[src/rtl/fault_capture_if.sv]
// Sample bus from the second pipeline stage plus the valid/ready byte link to the UART TX.
// The master side is the environment (pipeline and UART); the slave side is fault_capture.
interface fault_capture_if #(
    parameter int DATA_W = 8
);
    logic [DATA_W-1:0] finout;
    logic              DV_3;
    logic [DATA_W-1:0] exp_sum;
    logic [DATA_W-1:0] tx_data;
    logic              tx_valid;
    logic              tx_ready;

    modport master (
        output finout, DV_3, exp_sum, tx_ready,
        input  tx_data, tx_valid
    );

    modport slave (
        input  finout, DV_3, exp_sum, tx_ready,
        output tx_data, tx_valid
    );
endinterface

[src/rtl/fault_capture.sv]
// Compares armed result words against golden values, counts samples/faults, queues mismatches and
// streams them as {HDR, obs, exp} bytes; HDR is presented one edge after the fault edge when idle, held under tx_ready=0.
module fault_capture #(
    parameter int                DATA_W     = 8,
    parameter int                FIFO_DEPTH = 4,
    parameter int                CNT_W      = 16,
    parameter logic [DATA_W-1:0] HDR        = 8'hA5
) (
    input  logic              glitched_clk,
    input  logic              rst,
    fault_capture_if.slave    bus,
    input  logic              arm,
    input  logic              clr_stats,
    output logic [CNT_W-1:0]  sample_cnt,
    output logic [CNT_W-1:0]  fault_cnt,
    output logic              ovf,
    output logic              busy
);
    localparam int AW = $clog2(FIFO_DEPTH);

    typedef enum logic [1:0] {S_IDLE, S_HDR, S_OBS, S_EXP} state_t;

    state_t              state_q, state_d;
    logic [AW:0]         wr_ptr_q, wr_ptr_d, rd_ptr_q, rd_ptr_d;
    logic [2*DATA_W-1:0] mem_q [FIFO_DEPTH];
    logic [DATA_W-1:0]   obs_q, exp_q;
    logic [DATA_W-1:0]   tx_data_q, tx_data_d;
    logic                tx_valid_q, tx_valid_d;
    logic                busy_q, busy_d;
    logic                ovf_q;
    logic [CNT_W-1:0]    smp_q, flt_q;
    logic                fifo_empty, fifo_full;
    logic                sample, fault, hs, pop, push, drop;

    assign fifo_empty = (wr_ptr_q == rd_ptr_q);
    assign fifo_full  = (wr_ptr_q[AW] != rd_ptr_q[AW]) && (wr_ptr_q[AW-1:0] == rd_ptr_q[AW-1:0]);

    assign sample = bus.DV_3 & arm;
    assign fault  = sample & (bus.finout != bus.exp_sum);
    assign hs     = tx_valid_q & bus.tx_ready;

    // A full FIFO still takes the record when the serializer frees a slot at the same edge.
    assign push = fault & (~fifo_full | pop);
    assign drop = fault & fifo_full & ~pop;

    assign wr_ptr_d = wr_ptr_q + {{AW{1'b0}}, push};
    assign rd_ptr_d = rd_ptr_q + {{AW{1'b0}}, pop};

    always_comb begin
        state_d    = state_q;
        pop        = 1'b0;
        tx_valid_d = 1'b0;
        tx_data_d  = '0;
        case (state_q)
            S_IDLE: begin
                if (!fifo_empty) begin
                    pop     = 1'b1;
                    state_d = S_HDR;
                end
            end
            S_HDR: if (hs) state_d = S_OBS;
            S_OBS: if (hs) state_d = S_EXP;
            S_EXP: begin
                if (hs) begin
                    if (!fifo_empty) begin
                        pop     = 1'b1;
                        state_d = S_HDR;
                    end else begin
                        state_d = S_IDLE;
                    end
                end
            end
            default: state_d = S_IDLE;
        endcase
        // Outputs follow the next state so the byte and its valid are registered together.
        case (state_d)
            S_HDR: begin tx_valid_d = 1'b1; tx_data_d = HDR;   end
            S_OBS: begin tx_valid_d = 1'b1; tx_data_d = obs_q; end
            S_EXP: begin tx_valid_d = 1'b1; tx_data_d = exp_q; end
            default: begin tx_valid_d = 1'b0; tx_data_d = '0;  end
        endcase
        busy_d = (wr_ptr_d != rd_ptr_d) | (state_d != S_IDLE);
    end

    always_ff @(posedge glitched_clk or negedge rst) begin
        if (!rst) begin
            state_q    <= S_IDLE;
            wr_ptr_q   <= '0;
            rd_ptr_q   <= '0;
            obs_q      <= '0;
            exp_q      <= '0;
            tx_data_q  <= '0;
            tx_valid_q <= 1'b0;
            busy_q     <= 1'b0;
        end else begin
            state_q    <= state_d;
            wr_ptr_q   <= wr_ptr_d;
            rd_ptr_q   <= rd_ptr_d;
            tx_data_q  <= tx_data_d;
            tx_valid_q <= tx_valid_d;
            busy_q     <= busy_d;
            if (pop) begin
                {obs_q, exp_q} <= mem_q[rd_ptr_q[AW-1:0]];
            end
        end
    end

    always_ff @(posedge glitched_clk) begin
        if (push) begin
            mem_q[wr_ptr_q[AW-1:0]] <= {bus.finout, bus.exp_sum};
        end
    end

    always_ff @(posedge glitched_clk or negedge rst) begin
        if (!rst) begin
            smp_q <= '0;
            flt_q <= '0;
            ovf_q <= 1'b0;
        end else if (clr_stats) begin
            smp_q <= '0;
            flt_q <= '0;
            ovf_q <= 1'b0;
        end else begin
            if (sample && (smp_q != {CNT_W{1'b1}})) smp_q <= smp_q + CNT_W'(1);
            if (fault && (flt_q != {CNT_W{1'b1}}))  flt_q <= flt_q + CNT_W'(1);
            if (drop) ovf_q <= 1'b1;
        end
    end

    assign bus.tx_data  = tx_data_q;
    assign bus.tx_valid = tx_valid_q;
    assign sample_cnt   = smp_q;
    assign fault_cnt    = flt_q;
    assign ovf          = ovf_q;
    assign busy         = busy_q;
endmodule

[src/flat_wrapper.sv]
// flat-port wrapper written by rule: the top's interface ports become plain ports
module fault_capture_flat 
#(
    parameter int                DATA_W     = 8,
    parameter int                FIFO_DEPTH = 4,
    parameter int                CNT_W      = 16,
    parameter logic [DATA_W-1:0] HDR        = 8'hA5
)
  (glitched_clk, rst, arm, clr_stats, sample_cnt, fault_cnt, ovf, busy, bus_finout, bus_DV_3, bus_exp_sum, bus_tx_ready, bus_tx_data, bus_tx_valid);
  fault_capture_if #(.DATA_W(DATA_W)) bus_i ();
  input  logic glitched_clk;
  input  logic rst;
  input  logic arm;
  input  logic clr_stats;
  output logic [CNT_W-1:0] sample_cnt;
  output logic [CNT_W-1:0] fault_cnt;
  output logic ovf;
  output logic busy;
  input wire logic [$bits(bus_i.finout)-1:0] bus_finout;
  input wire logic [$bits(bus_i.DV_3)-1:0] bus_DV_3;
  input wire logic [$bits(bus_i.exp_sum)-1:0] bus_exp_sum;
  input wire logic [$bits(bus_i.tx_ready)-1:0] bus_tx_ready;
  output wire logic [$bits(bus_i.tx_data)-1:0] bus_tx_data;
  output wire logic [$bits(bus_i.tx_valid)-1:0] bus_tx_valid;
  assign bus_i.finout = bus_finout;
  assign bus_i.DV_3 = bus_DV_3;
  assign bus_i.exp_sum = bus_exp_sum;
  assign bus_i.tx_ready = bus_tx_ready;
  assign bus_tx_data = bus_i.tx_data;
  assign bus_tx_valid = bus_i.tx_valid;
  fault_capture #(.DATA_W(DATA_W), .FIFO_DEPTH(FIFO_DEPTH), .CNT_W(CNT_W), .HDR(HDR)) u_core (.glitched_clk(glitched_clk), .rst(rst), .bus(bus_i), .arm(arm), .clr_stats(clr_stats), .sample_cnt(sample_cnt), .fault_cnt(fault_cnt), .ovf(ovf), .busy(busy));
endmodule
[config.mk]
export PLATFORM = sky130hd
export DESIGN_NAME = fault_capture_flat
export DESIGN_NICKNAME = d
export VERILOG_FILES = /design/src/rtl/fault_capture_if.sv /design/src/rtl/fault_capture.sv /design/src/flat_wrapper.sv
export SDC_FILE = /design/constraint.sdc
export NUM_CORES = 1
export LEC_CHECK = 0
export ABC_AREA = 1
export BUFFER_PORTS_ARGS = -buffer_cell sky130_fd_sc_hd__buf_4
export CAP_MARGIN = 20
export CORE_MARGIN = 5
export CORE_UTILIZATION = 40
export CTS_CLUSTER_DIAMETER = 200
export DETAILED_ROUTE_END_ITERATION = 10
export SYNTH_ARGS = -nofsm -noshare
export SYNTH_HDL_FRONTEND = slang
export SYNTH_SLANG_ARGS = --single-unit
[constraint.sdc]
create_clock -name glitched_clk -period 7.25 [get_ports glitched_clk]
set_input_delay 0.3625 -clock glitched_clk [delete_from_list [all_inputs] [get_ports glitched_clk]]
set_output_delay 0.3625 -clock glitched_clk [all_outputs]
set_load 0.01 [all_outputs]
==> results of run 1 <==
-- stage by stage --
stage	hold WS, ns	power [mW]	cells	instance area, µm²
global route	0.136	2.78	915	7370
detailed placement	0.472	1.84	883	6820
finish	0.0488	2.60	915	7370
global placement	0.467	1.81	883	6820
CTS	0.0780	2.64	915	7370
floorplan	0.0669	1.60	648	6160
-- worst max-delay path, delay by kind of cell, from the launching register on --
kind / cells / cell delay [ns]
buf+inv: 2 / 0.58
flops: 1 / 0.86
simple gates: 6 / 0.70
fa+ha+maj: 2 / 0.38
xor+xnor: 2 / 0.32
-- layer usage --
metal  global-route usage, %  share of wire (%)
met5                       0                  0
met2                    26.1                 48
met4                    6.56                1.4
met3                    4.16                5.3
met1                    20.5                 45
-- logic make-up after synthesis --
family / count (synthesis) / synth area share (%)
XOR/XNOR: 33 / 4.81
adder cells (fa/ha/maj): 11 / 2.23
AO/OA/AOI/OAI: 70 / 6.66
buffers and inverters: 66 / 4.51
flip-flops: 131 / 58.4
AND/OR/NAND/NOR: 337 / 23.4
-- cell type report --
cell class / instances / area (µm²)
Clock buffer: 21 / 440
Clock inverter: 11 / 105
Fill cell: 1414 / 7780
Inverter: 44 / 171
Multi-Input combinational cell: 451 / 2300
Sequential cell: 131 / 3600
Tap cell: 188 / 235
Timing Repair Buffer: 69 / 518
-- state kept, by name (all words and copies together), names as in the netlist, 2 cells and up --
register,count
u_core.state_q,2
u_core.bus.tx_data,8
u_core.sample_cnt,16
u_core.exp_q,8
u_core.fault_cnt,16
u_core.rd_ptr_q,3
u_core.wr_ptr_q,3
u_core.mem_q,64
u_core.obs_q,8
-- path summary, 6_finish.rpt --
check / to / startpoint / slack, ns
hold reg to reg: u_core.bus.tx_data[3] / u_core.obs_q[3] / 0.48
min in group glitched_clk: u_core.mem_q[0][0] / bus_exp_sum[0] / 0.16
setup reg to reg: u_core.busy / u_core.rd_ptr_q[1] / 4.25
max in group asynchronous: u_core.fault_cnt[2] / rst / 6.65
setup / recovery: u_core.busy / u_core.rd_ptr_q[1] / 4.25
hold / removal: u_core.sample_cnt[5] / rst / 0.05
-- power by group --
part           switching, mW  internal [mW]  total (mW)
registers             0.0968          0.930        1.03
clock network          0.319          0.473       0.792
logic                  0.513          0.272       0.785
total                  0.929           1.68        2.60
-- cell usage in the layout, fill, tap and decap left out, drive strengths merged, types with 2 or more instances in the layout --
master	n
clkinv	9
o21ai	49
xor2	21
nor2	122
nand4	9
clkbuf	21
dfrtp	67
ha	11
buf	69
nand2	129
edfxtp	64
xnor2	12
nor4	2
nand3	51
a31oi	13
nor3	22
o21bai	2
o22ai	3
a21oi	2
inv	44
-- Yosys cell counts, types with 3 or more instances --
master and number:
nor2_1 120, o21ai_2 5, ha_1 11, buf_2 7, edfxtp_1 64, nand4_1 9
nor3_1 19, nand3_1 50, nand2_2 4, xnor2_1 11, nand2_1 124, clkbuf_1 10
xor2_1 21, o21ai_1 10, buf_1 3, o22ai_1 3, a31oi_1 13, dfrtp_1 67
inv_1 29, inv_2 11, o21ai_0 33
==> results_tabular.tex, run 1 <==
\begin{tabular}{lr}
\hline
Metric & Value \\
\hline
\multicolumn{2}{l}{\textbf{Clock network}} \\
Clock tree from TritonCTS & done \\
Root cell of the clock tree & clkbuf\_16 \\
H-tree levels & 4 \\
Clock sink count & 131 \\
Post-CTS Setup Repair Bufs & 0 \\
Bufs on Longest Clock Path & 2 \\
CTS Hold Bufs & 0 \\
Post\_cts resized & 0 \\
TritonCTS Buffers & 17 \\
Skew-Pair Late Insertion Delay & 0.42 ns \\
Clock input transition at the sequential cells of the worst setup and hold paths & 0.06 ns \\
\multicolumn{2}{l}{\textbf{Route}} \\
DR vias/cell & 5.02 \\
WL per Instance & 15.0 µm \\
Post-detailed-routing wire length & 13700 µm \\
Via total after detailed routing & 4594 \\
First-iteration detailed-routing DRC count & 330 \\
Count of antenna-violating nets left after detailed routing & 0 \\
Pre-Repair DR Iteration Count & 4 \\
DR DRC count & 0 \\
\multicolumn{2}{l}{\textbf{Logic synthesis}} \\
Cell area after synthesis & 0.00616 mm² \\
Synth warnings & 0 \\
Area leader, netlist & edfxtp\_1 \\
Avg Synthesized Cell Area & 9.51 µm² \\
Post-synthesis sequential element count & 131 \\
Sequential-to-total area share from yosys stat & 58.4\% \\
Share of async-settable or async-resettable flops after synthesis & 51.1\% \\
Post-synth EDFFs & 64 \\
Post-synth cell types & 38 \\
Post-Synthesis Cells & 648 \\
Net Count, Synth & 681 \\
Primary FF master, synth & dfrtp\_1 \\
Largest cells by area after synthesis & edfxtp\_1 31\%, dfrtp\_1 27\%, nand2\_1 7.6\% \\
Share of the synthesized area in the top cell type & 31.2\% \\
\multicolumn{2}{l}{\textbf{Finish}} \\
Fraction of layout instances using a drive strength above 1 & 18.2\% \\
Final cell utilization of the core & 48.6\% \\
Area grow syn2layout & 19.6\% \\
Layout Nets & 747 \\
Number of inserted diodes & 0 \\
\multicolumn{2}{l}{\textbf{STA}} \\
Slew at the pin closest to its max-slew limit & 0.856 ns \\
RSZ-0062 raised after global routing & false \\
Minimum clock period after layout & 3.00 ns \\
Final hold violation count & 0 \\
Slew headroom & 42.9\% \\
Worst path setup slack after routing & 4.25 ns \\
Period utilization & 41.4\% \\
Largest clock skew in the final design & 0.00703 ns \\
Count of endpoints failing setup in the final report & 0 \\
Setup TNS & 0 ns \\
Maximum achievable frequency & 333 MHz \\
Final max-slew violation count & 0 \\
\multicolumn{2}{l}{\textbf{Die}} \\
Standard cell core area & 0.0151 mm² \\
Die outline width & 134 µm \\
I/O pins & 65 \\
Starting Density & 40.7\% \\
Vertical extent of the die & 134 µm \\
Num rows & 45 \\
Die area & 0.0180 mm² \\
\multicolumn{2}{l}{\textbf{Worst setup path}} \\
Required time reported for the critical path endpoint & 7.54 ns \\
CP max stage cell & dfrtp\_1 \\
CP most frequent cell & nand2\_1 \\
Highest net fanout along the worst path & 33 \\
CP Launch Type & flip-flop \\
Sequence of cells on the critical path & inv\_4 -> nand2\_1 -> nand2\_1 -> nand3\_1 -> nand2\_1 -> inv\_2 -> ha\_1 -> ha\_1 -> xor2\_1 -> xor2\_1 -> nor3\_1 -> nand3\_1 \\
Worst path arrival time & 3.29 ns \\
Critical path start-end classification & reg -> reg \\
Highest cell delay on the worst timing path & 0.86 ns \\
Critical path capture point type & flip-flop \\
Path depth of the worst reg2reg path & 12 \\
\multicolumn{2}{l}{\textbf{Global route}} \\
First-pass GRT wire length & 22700 µm \\
Via count of the first global-routing pass & 4552 \\
GRT Overall Usage & 16.0\% \\
Total gr overflow & 0 \\
Initial antenna violation count & 0 \\
Largest net degree at the start of global routing & 68 \\
\multicolumn{2}{l}{\textbf{Pwr}} \\
Total power density per cell area & 354 mW/mm² \\
LEAKAGE & 3.07 nW \\
Worst voltage drop across the vdd grid & 0.000195 V \\
\multicolumn{2}{l}{\textbf{Place}} \\
HPWL after DPL & 9410 µm \\
Setup WS pre-CTS & 4.23 ns \\
Last weighted congestion value of the routability-driven placer & 0.852 \\
I/O Buffers & 64 \\
\multicolumn{2}{l}{\textbf{Status}} \\
Status & completed \\
\multicolumn{2}{l}{\textbf{Job}} \\
Number of max-cap violations & 0 \\
\multicolumn{2}{l}{\textbf{Worst hold path}} \\
Hold WC Path Type & in -> async \\
\hline
\end{tabular}
Note: power is estimated with default switching activity, not from simulation.
==> run 2, diff against run 1 <==
==> constraint.sdc (replaced) <==
create_clock -name glitched_clk -period 2.53 [get_ports glitched_clk]
set_input_delay 0.1265 -clock glitched_clk [delete_from_list [all_inputs] [get_ports glitched_clk]]
set_output_delay 0.1265 -clock glitched_clk [all_outputs]
set_load 0.01 [all_outputs]
==> run 2 against run 1 <==
Critical path depth unchanged. Worst setup slack worse by 4.0 ns. Clock power increased to 2.8 times the previous value. Sequential share of layout area fell by 1.3 points. Worst hold slack better by 0.042 ns. Cell count increased by 2.6%. Clock skew is essentially flat. Count of clock-buffer cells in the layout is the same. First-iteration DRC count decreased by 14%. Core utilization grew 1.4 points. Global-route usage is 0.24 points higher. Sequential power increased to 2.8 times the previous value. Critical path type unchanged. Critical endpoint unchanged.
==> results_tabular.tex, run 2 (synthesized netlist as in run 1, its figures left out) <==
\begin{tabular}{lr}
\hline
Metric & Value \\
\hline
\multicolumn{2}{l}{\textbf{Clock network}} \\
TritonCTS Buffers & 17 (unchanged) \\
Clock input transition at the sequential cells of the worst setup and hold paths & 0.06 ns (about the same) \\
Root cell of the clock tree & clkbuf\_16 \\
Clock tree from TritonCTS & done \\
Post-CTS Setup Repair Bufs & 0 (unchanged) \\
Bufs on Longest Clock Path & 2 (unchanged) \\
H-tree levels & 4 (unchanged) \\
Skew-Pair Late Insertion Delay & 0.41 ns (about the same) \\
Clock sink count & 131 (unchanged) \\
\multicolumn{2}{l}{\textbf{Route}} \\
Via total after detailed routing & 4722 (+2.8\%) \\
DR DRC count & 0 (unchanged) \\
Pre-Repair DR Iteration Count & 5 (+1) \\
First-iteration detailed-routing DRC count & 285 (-14\%) \\
DR vias/cell & 5.03 (+0.16\%) \\
Post-detailed-routing wire length & 13900 µm (+1.1\%) \\
Count of antenna-violating nets left after detailed routing & 0 (unchanged) \\
WL per Instance & 14.8 µm (-1.4\%) \\
\multicolumn{2}{l}{\textbf{Finish}} \\
Max FFs per register & 64 (unchanged) \\
Total area of sequential cells & 0.00360 mm² (unchanged) \\
Number of inserted diodes & 0 (unchanged) \\
Layout Nets & 771 (+3.2\%) \\
Highest-count cells in the layout ignoring fill and taps & 124 x nand2\_1, 120 x nor2\_1, 76 x buf\_4 \\
Most common library cell in the layout ignoring fill and taps & nand2\_1 \\
Fraction of layout instances using a drive strength above 1 & 18.6\% (+0.49 points) \\
Final cell utilization of the core & 50.0\% (+1.4 points) \\
Area grow syn2layout & 22.9\% \\
Number of fill cells & 1397 (-1.2\%) \\
Multi-input combinational cell area & 0.00230 mm² (unchanged) \\
\multicolumn{2}{l}{\textbf{Pwr}} \\
Total power density per cell area & 982 mW/mm² (+180\%) \\
LEAKAGE & 3.16 nW (+3.0\%) \\
Worst voltage drop across the vdd grid & 0.000566 V (+190\%) \\
Overall power of the completed layout & 7.44 mW (+190\%) \\
\multicolumn{2}{l}{\textbf{STA}} \\
Slew headroom & 43.4\% (+0.57 points) \\
Worst path setup slack after routing & 0.221 ns (-4.03 ns) \\
Hold WS & 0.0907 ns (+0.0418 ns) \\
Count of endpoints failing setup in the final report & 0 (unchanged) \\
Period utilization & 91.3\% (+50 points) \\
Minimum clock period after layout & 2.31 ns (-0.692 ns) \\
Final max-slew violation count & 0 (unchanged) \\
RSZ-0062 raised after global routing & false \\
Final hold violation count & 0 (unchanged) \\
Maximum achievable frequency & 433 MHz (+30\%) \\
Slew at the pin closest to its max-slew limit & 0.848 ns (-0.00758 ns) \\
Setup TNS & 0 ns (unchanged) \\
Largest clock skew in the final design & 0.00721 ns (+0.000189 ns) \\
\multicolumn{2}{l}{\textbf{Global route}} \\
Total gr overflow & 0 (unchanged) \\
Initial antenna violation count & 0 (unchanged) \\
Largest net degree at the start of global routing & 68 (unchanged) \\
Via count of the first global-routing pass & 4771 (+4.8\%) \\
GRT Overall Usage & 16.3\% (+0.24 points) \\
First-pass GRT wire length & 23100 µm (+1.6\%) \\
\multicolumn{2}{l}{\textbf{Die}} \\
Die outline width & 134 µm (unchanged) \\
Starting Density & 40.7\% (unchanged) \\
Vertical extent of the die & 134 µm (unchanged) \\
Standard cell core area & 0.0151 mm² (unchanged) \\
Num rows & 45 (unchanged) \\
Die area & 0.0180 mm² (unchanged) \\
I/O pins & 65 (unchanged) \\
\multicolumn{2}{l}{\textbf{Worst setup path}} \\
Highest cell delay on the worst timing path & 0.43 ns (-0.43 ns) \\
Sequence of cells on the critical path & ha\_1 -> inv\_1 -> nor2\_1 -> o21ba\_2 -> nor2\_1 -> nor2\_1 -> ha\_1 -> ha\_1 -> xor2\_1 -> xor2\_1 -> nor3\_1 -> nand3\_1 \\
Highest net fanout along the worst path & 5 (-85\%) \\
Worst path arrival time & 2.59 ns (-0.70 ns) \\
Critical path capture point type & flip-flop \\
Critical path start-end classification & reg -> reg \\
CP Launch Type & flip-flop \\
Required time reported for the critical path endpoint & 2.81 ns (-4.73 ns) \\
CP max stage cell & dfrtp\_1 \\
\multicolumn{2}{l}{\textbf{Job}} \\
Number of max-cap violations & 0 (unchanged) \\
\multicolumn{2}{l}{\textbf{Place}} \\
I/O Buffers & 64 (unchanged) \\
HPWL after DPL & 9280 µm (-1.3\%) \\
Setup WS pre-CTS & 0.238 ns (-3.99 ns) \\
Last weighted congestion value of the routability-driven placer & 0.885 (+3.9\%) \\
\multicolumn{2}{l}{\textbf{Status}} \\
Status & completed \\
\multicolumn{2}{l}{\textbf{Worst hold path}} \\
Hold WC Path Type & in -> reg \\
\hline
\end{tabular}
[run 2: cell types whose count changed in the layout (fill, tap and decap cells not counted)]
cell           before  now
dlygate4sd3_1       0   17
buf_4              69   76
clkinvlp_4          1    3
bufinv_16           1    0
clkbuf_1            4    3
clkbuf_8            0    1
clkinv_4            4    3
[run 2: final cells by class]
type                    instances  area share (%)
clock buffers                  21            5.95
well taps                     188            3.11
multi-input cells             451            30.3
clock inverters                11            1.07
repair buffers                 93            9.78
inverters                      44            2.26
flip-flops and latches        131            47.5
[run 2: worst max-delay path: cells and delay by family, from the launching register on]
kind | cells | cell delay (ns)
AO/OA/AOI/OAI | 1 | 0.20
adder cells (fa/ha/maj) | 3 | 0.62
XOR/XNOR | 2 | 0.33
AND/OR/NAND/NOR | 5 | 0.53
buffers and inverters | 1 | 0.08
flip-flops | 1 | 0.43
[run 2: layer usage]
layer	track usage [%]	wire, µm	vias to the layer above
met2	27.8	6790	103
met5	0	0	-
met4	6.39	238	0
met1	19.8	6180	2253
li1	-	-	2345
met3	4.28	686	21
[run 2: power breakdown]
group / total [mW] / switching, mW / internal, mW
Combinational: 2.34 / 1.49 / 0.853
Sequential: 2.92 / 0.248 / 2.67
Clock: 2.18 / 0.897 / 1.28
Total: 7.44 / 2.64 / 4.80
[run 2: path summary, 6_finish.rpt]
path / start / end / slack [ns] / depth (start not counted)
worst max-delay path: u_core.state_q[0] / u_core.busy / 0.22 / 12
worst min-delay path: clr_stats / u_core.sample_cnt[0] / 0.09 / 2
worst max register to register: u_core.state_q[0] / u_core.busy / 0.22 / 12
worst min register to register: u_core.obs_q[1] / u_core.bus.tx_data[1] / 0.48 / 2
max in group asynchronous: rst / u_core.obs_q[1] / 1.61 / 2
min in group asynchronous: rst / u_core.sample_cnt[6] / 0.38 / 2
[run 2: metrics by stage]
stage	std cells	instance area, µm²
after floorplan	648	6160
after global placement	890	6870
after detailed placement	890	6870
after CTS	939	7570
after global routing	939	7570
final	939	7570
[run 2: what timing repair did]
action | in CTS | in global routing
endpoints found under the hold margin | 131 | 0
resized for setup | 0 | 0
hold buffers | 17 | 0
==> run 3, diff against run 2 <==
--- a/config.mk
+++ b/config.mk
@@ -8,10 +8,13 @@
 export ABC_AREA = 1
 export BUFFER_PORTS_ARGS = -buffer_cell sky130_fd_sc_hd__buf_4
 export CAP_MARGIN = 20
+export CELL_PAD_IN_SITES_DETAIL_PLACEMENT = 0
+export CELL_PAD_IN_SITES_GLOBAL_PLACEMENT = 1
 export CORE_MARGIN = 5
 export CORE_UTILIZATION = 40
 export CTS_CLUSTER_DIAMETER = 200
 export DETAILED_ROUTE_END_ITERATION = 10
+export PLACE_DENSITY_LB_ADDON = 0.1
 export SYNTH_ARGS = -nofsm -noshare
 export SYNTH_HDL_FRONTEND = slang
 export SYNTH_SLANG_ARGS = --single-unit
==> run 3 against run 2 <==
Via count down 1.5%. Worst hold slack better by 0.015 ns. Sequential power about the same. Core utilization up 0.27 points. Sequential cell count unchanged. Worst setup slack worse by 0.041 ns. Cell count up 0.11%. Register-to-register slack worse by 0.04 ns. Clock skew up 0.0027 ns. Highest routed layer unchanged.
==> results_tabular.tex, run 3 (synthesized netlist as in run 1, its figures left out) <==
\begin{tabular}{lr}
\hline
Metric & Value \\
\hline
\multicolumn{2}{l}{\textbf{Pwr}} \\
Total power density per cell area & 998 mW/mm² (+1.7\%) \\
Register share of total power & 38.3\% (-0.9 points) \\
Switching power & 2.68 mW (+1.7\%) \\
Clk network pwr share & 30.3\% (+1.0 points) \\
Combinational cell fraction of total power & 31.4\% (about the same) \\
Internal power consumption & 4.92 mW (+2.5\%) \\
LEAKAGE & 3.17 nW (+0.14\%) \\
Switching share of total power & 35.3\% (-0.19 points) \\
Worst voltage drop across the vdd grid & 0.000515 V (-9.0\%) \\
\multicolumn{2}{l}{\textbf{Worst setup path}} \\
Family with the most delay on the worst path & adder cells \\
Highest cell delay on the worst timing path & 0.44 ns (about the same) \\
Required time reported for the critical path endpoint & 2.81 ns (about the same) \\
Highest net fanout along the worst path & 5 (unchanged) \\
Bufs and invs on worst path & 1 (unchanged) \\
CP Launch Type & flip-flop \\
Critical path start-end classification & reg -> reg \\
Sequence of cells on the critical path & ha\_1 -> inv\_1 -> nor2\_1 -> o21ba\_2 -> nor2\_1 -> nor2\_1 -> ha\_1 -> ha\_1 -> xor2\_1 -> xor2\_1 -> nor3\_1 -> nand3\_1 \\
Worst path arrival time & 2.63 ns (+0.04 ns) \\
Register-to-Register Setup Slack & 0.18 ns (-0.04 ns) \\
CP max stage cell & dfrtp\_1 \\
Critical path capture point type & flip-flop \\
\multicolumn{2}{l}{\textbf{Worst hold path}} \\
Hold WC Path Type & in -> reg \\
\multicolumn{2}{l}{\textbf{STA}} \\
Maximum achievable frequency & 426 MHz (-1.7\%) \\
Count of endpoints failing setup in the final report & 0 (unchanged) \\
Worst path setup slack after routing & 0.181 ns (-0.0408 ns) \\
Final hold violation count & 0 (unchanged) \\
Minimum clock period after layout & 2.35 ns (+0.0408 ns) \\
Hold WS & 0.106 ns (+0.0154 ns) \\
Period utilization & 92.9\% (+1.6 points) \\
RSZ-0062 raised after global routing & false \\
Final max-slew violation count & 0 (unchanged) \\
Slew at the pin closest to its max-slew limit & 0.903 ns (+0.0542 ns) \\
Slew headroom & 39.8\% (-3.6 points) \\
Largest clock skew in the final design & 0.00991 ns (+0.00270 ns) \\
\multicolumn{2}{l}{\textbf{Finish}} \\
Fraction of layout instances using a drive strength above 1 & 19.0\% (+0.37 points) \\
Max FFs per register & 64 (unchanged) \\
Number of fill cells & 1405 (+0.57\%) \\
Number of inserted diodes & 0 (unchanged) \\
Final cell area excluding filler cells & 0.00762 mm² (+0.55\%) \\
Area grow syn2layout & 23.6\% \\
Multi-input combinational cell area & 0.00230 mm² (unchanged) \\
Highest-count cells in the layout ignoring fill and taps & 124 x nand2\_1, 120 x nor2\_1, 77 x buf\_4 \\
Total area of sequential cells & 0.00360 mm² (unchanged) \\
Most common library cell in the layout ignoring fill and taps & nand2\_1 \\
Final cell utilization of the core & 50.3\% (+0.27 points) \\
Layout Nets & 772 (+0.13\%) \\
\multicolumn{2}{l}{\textbf{Clock network}} \\
H-tree levels & 4 (unchanged) \\
Skew-Pair Late Insertion Delay & 0.41 ns (about the same) \\
Clock sink count & 131 (unchanged) \\
Root cell of the clock tree & clkbuf\_16 \\
TritonCTS Buffers & 17 (unchanged) \\
Clock tree from TritonCTS & done \\
Post\_cts resized & 0 (unchanged) \\
Clock input transition at the sequential cells of the worst setup and hold paths & 0.06 ns (about the same) \\
Bufs on Longest Clock Path & 2 (unchanged) \\
\multicolumn{2}{l}{\textbf{Route}} \\
Count of antenna-violating nets left after detailed routing & 0 (unchanged) \\
Post-detailed-routing wire length & 14500 µm (+4.1\%) \\
DR DRC count & 0 (unchanged) \\
Pre-Repair DR Iteration Count & 4 (-1) \\
First-iteration detailed-routing DRC count & 265 (-7.0\%) \\
DR vias/cell & 4.95 (-1.6\%) \\
WL per Instance & 15.4 µm (+3.9\%) \\
Via total after detailed routing & 4652 (-1.5\%) \\
\multicolumn{2}{l}{\textbf{Die}} \\
Die area & 0.0180 mm² (unchanged) \\
Vertical extent of the die & 134 µm (unchanged) \\
Num rows & 45 (unchanged) \\
Starting Density & 40.7\% (unchanged) \\
Die outline width & 134 µm (unchanged) \\
Standard cell core area & 0.0151 mm² (unchanged) \\
I/O pins & 65 (unchanged) \\
\multicolumn{2}{l}{\textbf{Global route}} \\
Total gr overflow & 0 (unchanged) \\
First-pass GRT wire length & 24200 µm (+5.1\%) \\
Largest net degree at the start of global routing & 68 (unchanged) \\
GRT Overall Usage & 17.2\% (+0.95 points) \\
Via count of the first global-routing pass & 4700 (-1.5\%) \\
Initial antenna violation count & 0 (unchanged) \\
\multicolumn{2}{l}{\textbf{Job}} \\
Number of max-cap violations & 0 (unchanged) \\
\multicolumn{2}{l}{\textbf{Place}} \\
HPWL after DPL & 9520 µm (+2.6\%) \\
Area after DPL & 0.00688 mm² (+0.11\%) \\
Setup WS pre-CTS & 0.187 ns (-0.0515 ns) \\
I/O Buffers & 64 (unchanged) \\
Last weighted congestion value of the routability-driven placer & 0.802 (-9.5\%) \\
\multicolumn{2}{l}{\textbf{Status}} \\
Status & completed \\
\hline
\end{tabular}
-- run 3: final cells by class --
| cell class | instances | share of cell area, % |
|---|---|---|
| clock buffers | 20 | 6.00 |
| clock inverters | 12 | 1.43 |
| inverters | 44 | 2.25 |
| multi-input cells | 451 | 30.2 |
| flip-flops and latches | 131 | 47.2 |
| well taps | 188 | 3.09 |
| repair buffers | 94 | 9.82 |
-- run 3: power groups by stage --
stage	Sequential (mW)	Clock [mW]	Combinational, mW
after floorplan	2.90	0	1.67
final	2.91	2.30	2.39
after global placement	2.94	0	2.37
after global routing	2.96	2.46	2.76
after detailed placement	2.95	0	2.41
after CTS	2.91	2.37	2.44
-- run 3: worst paths after layout --
| kind | cells past startpoint | endpoint | startpoint |
|---|---|---|---|
| max | 12 | u_core.busy | u_core.state_q[0] |
| min | 2 | u_core.sample_cnt[0] | clr_stats |
| max reg2reg | 12 | u_core.busy | u_core.state_q[0] |
| min reg2reg | 2 | u_core.bus.tx_data[3] | u_core.obs_q[3] |
| max in group asynchronous | 2 | u_core.fault_cnt[0] | rst |
| min in group asynchronous | 2 | u_core.sample_cnt[5] | rst |
-- run 3: layer usage --
layer	vias to the layer above	track usage, %	part of all wire (%)
li1	2350	-	-
met4	0	4.81	0.70
met3	10	3.90	3.6
met2	85	29.9	51
met1	2207	21.7	45
met5	-	0	0
-- run 3: timing repair --
action                                 in CTS  in global routing
buffers inserted                            0                  0
endpoints found under the hold margin     131                  0
hold buffers                               17                  0
setup endpoints to repair                   0                  0
-- run 3: through the flow --
step           power [mW]  TNS [ns]  std cells
2_1_floorplan        4.57    -18.55        648
3_3_place_gp         5.31         0        891
3_5_place_dp         5.36         0        891
4_1_cts              7.72         0        940
5_1_grt              8.17         0        940
6_report             7.60         0        940
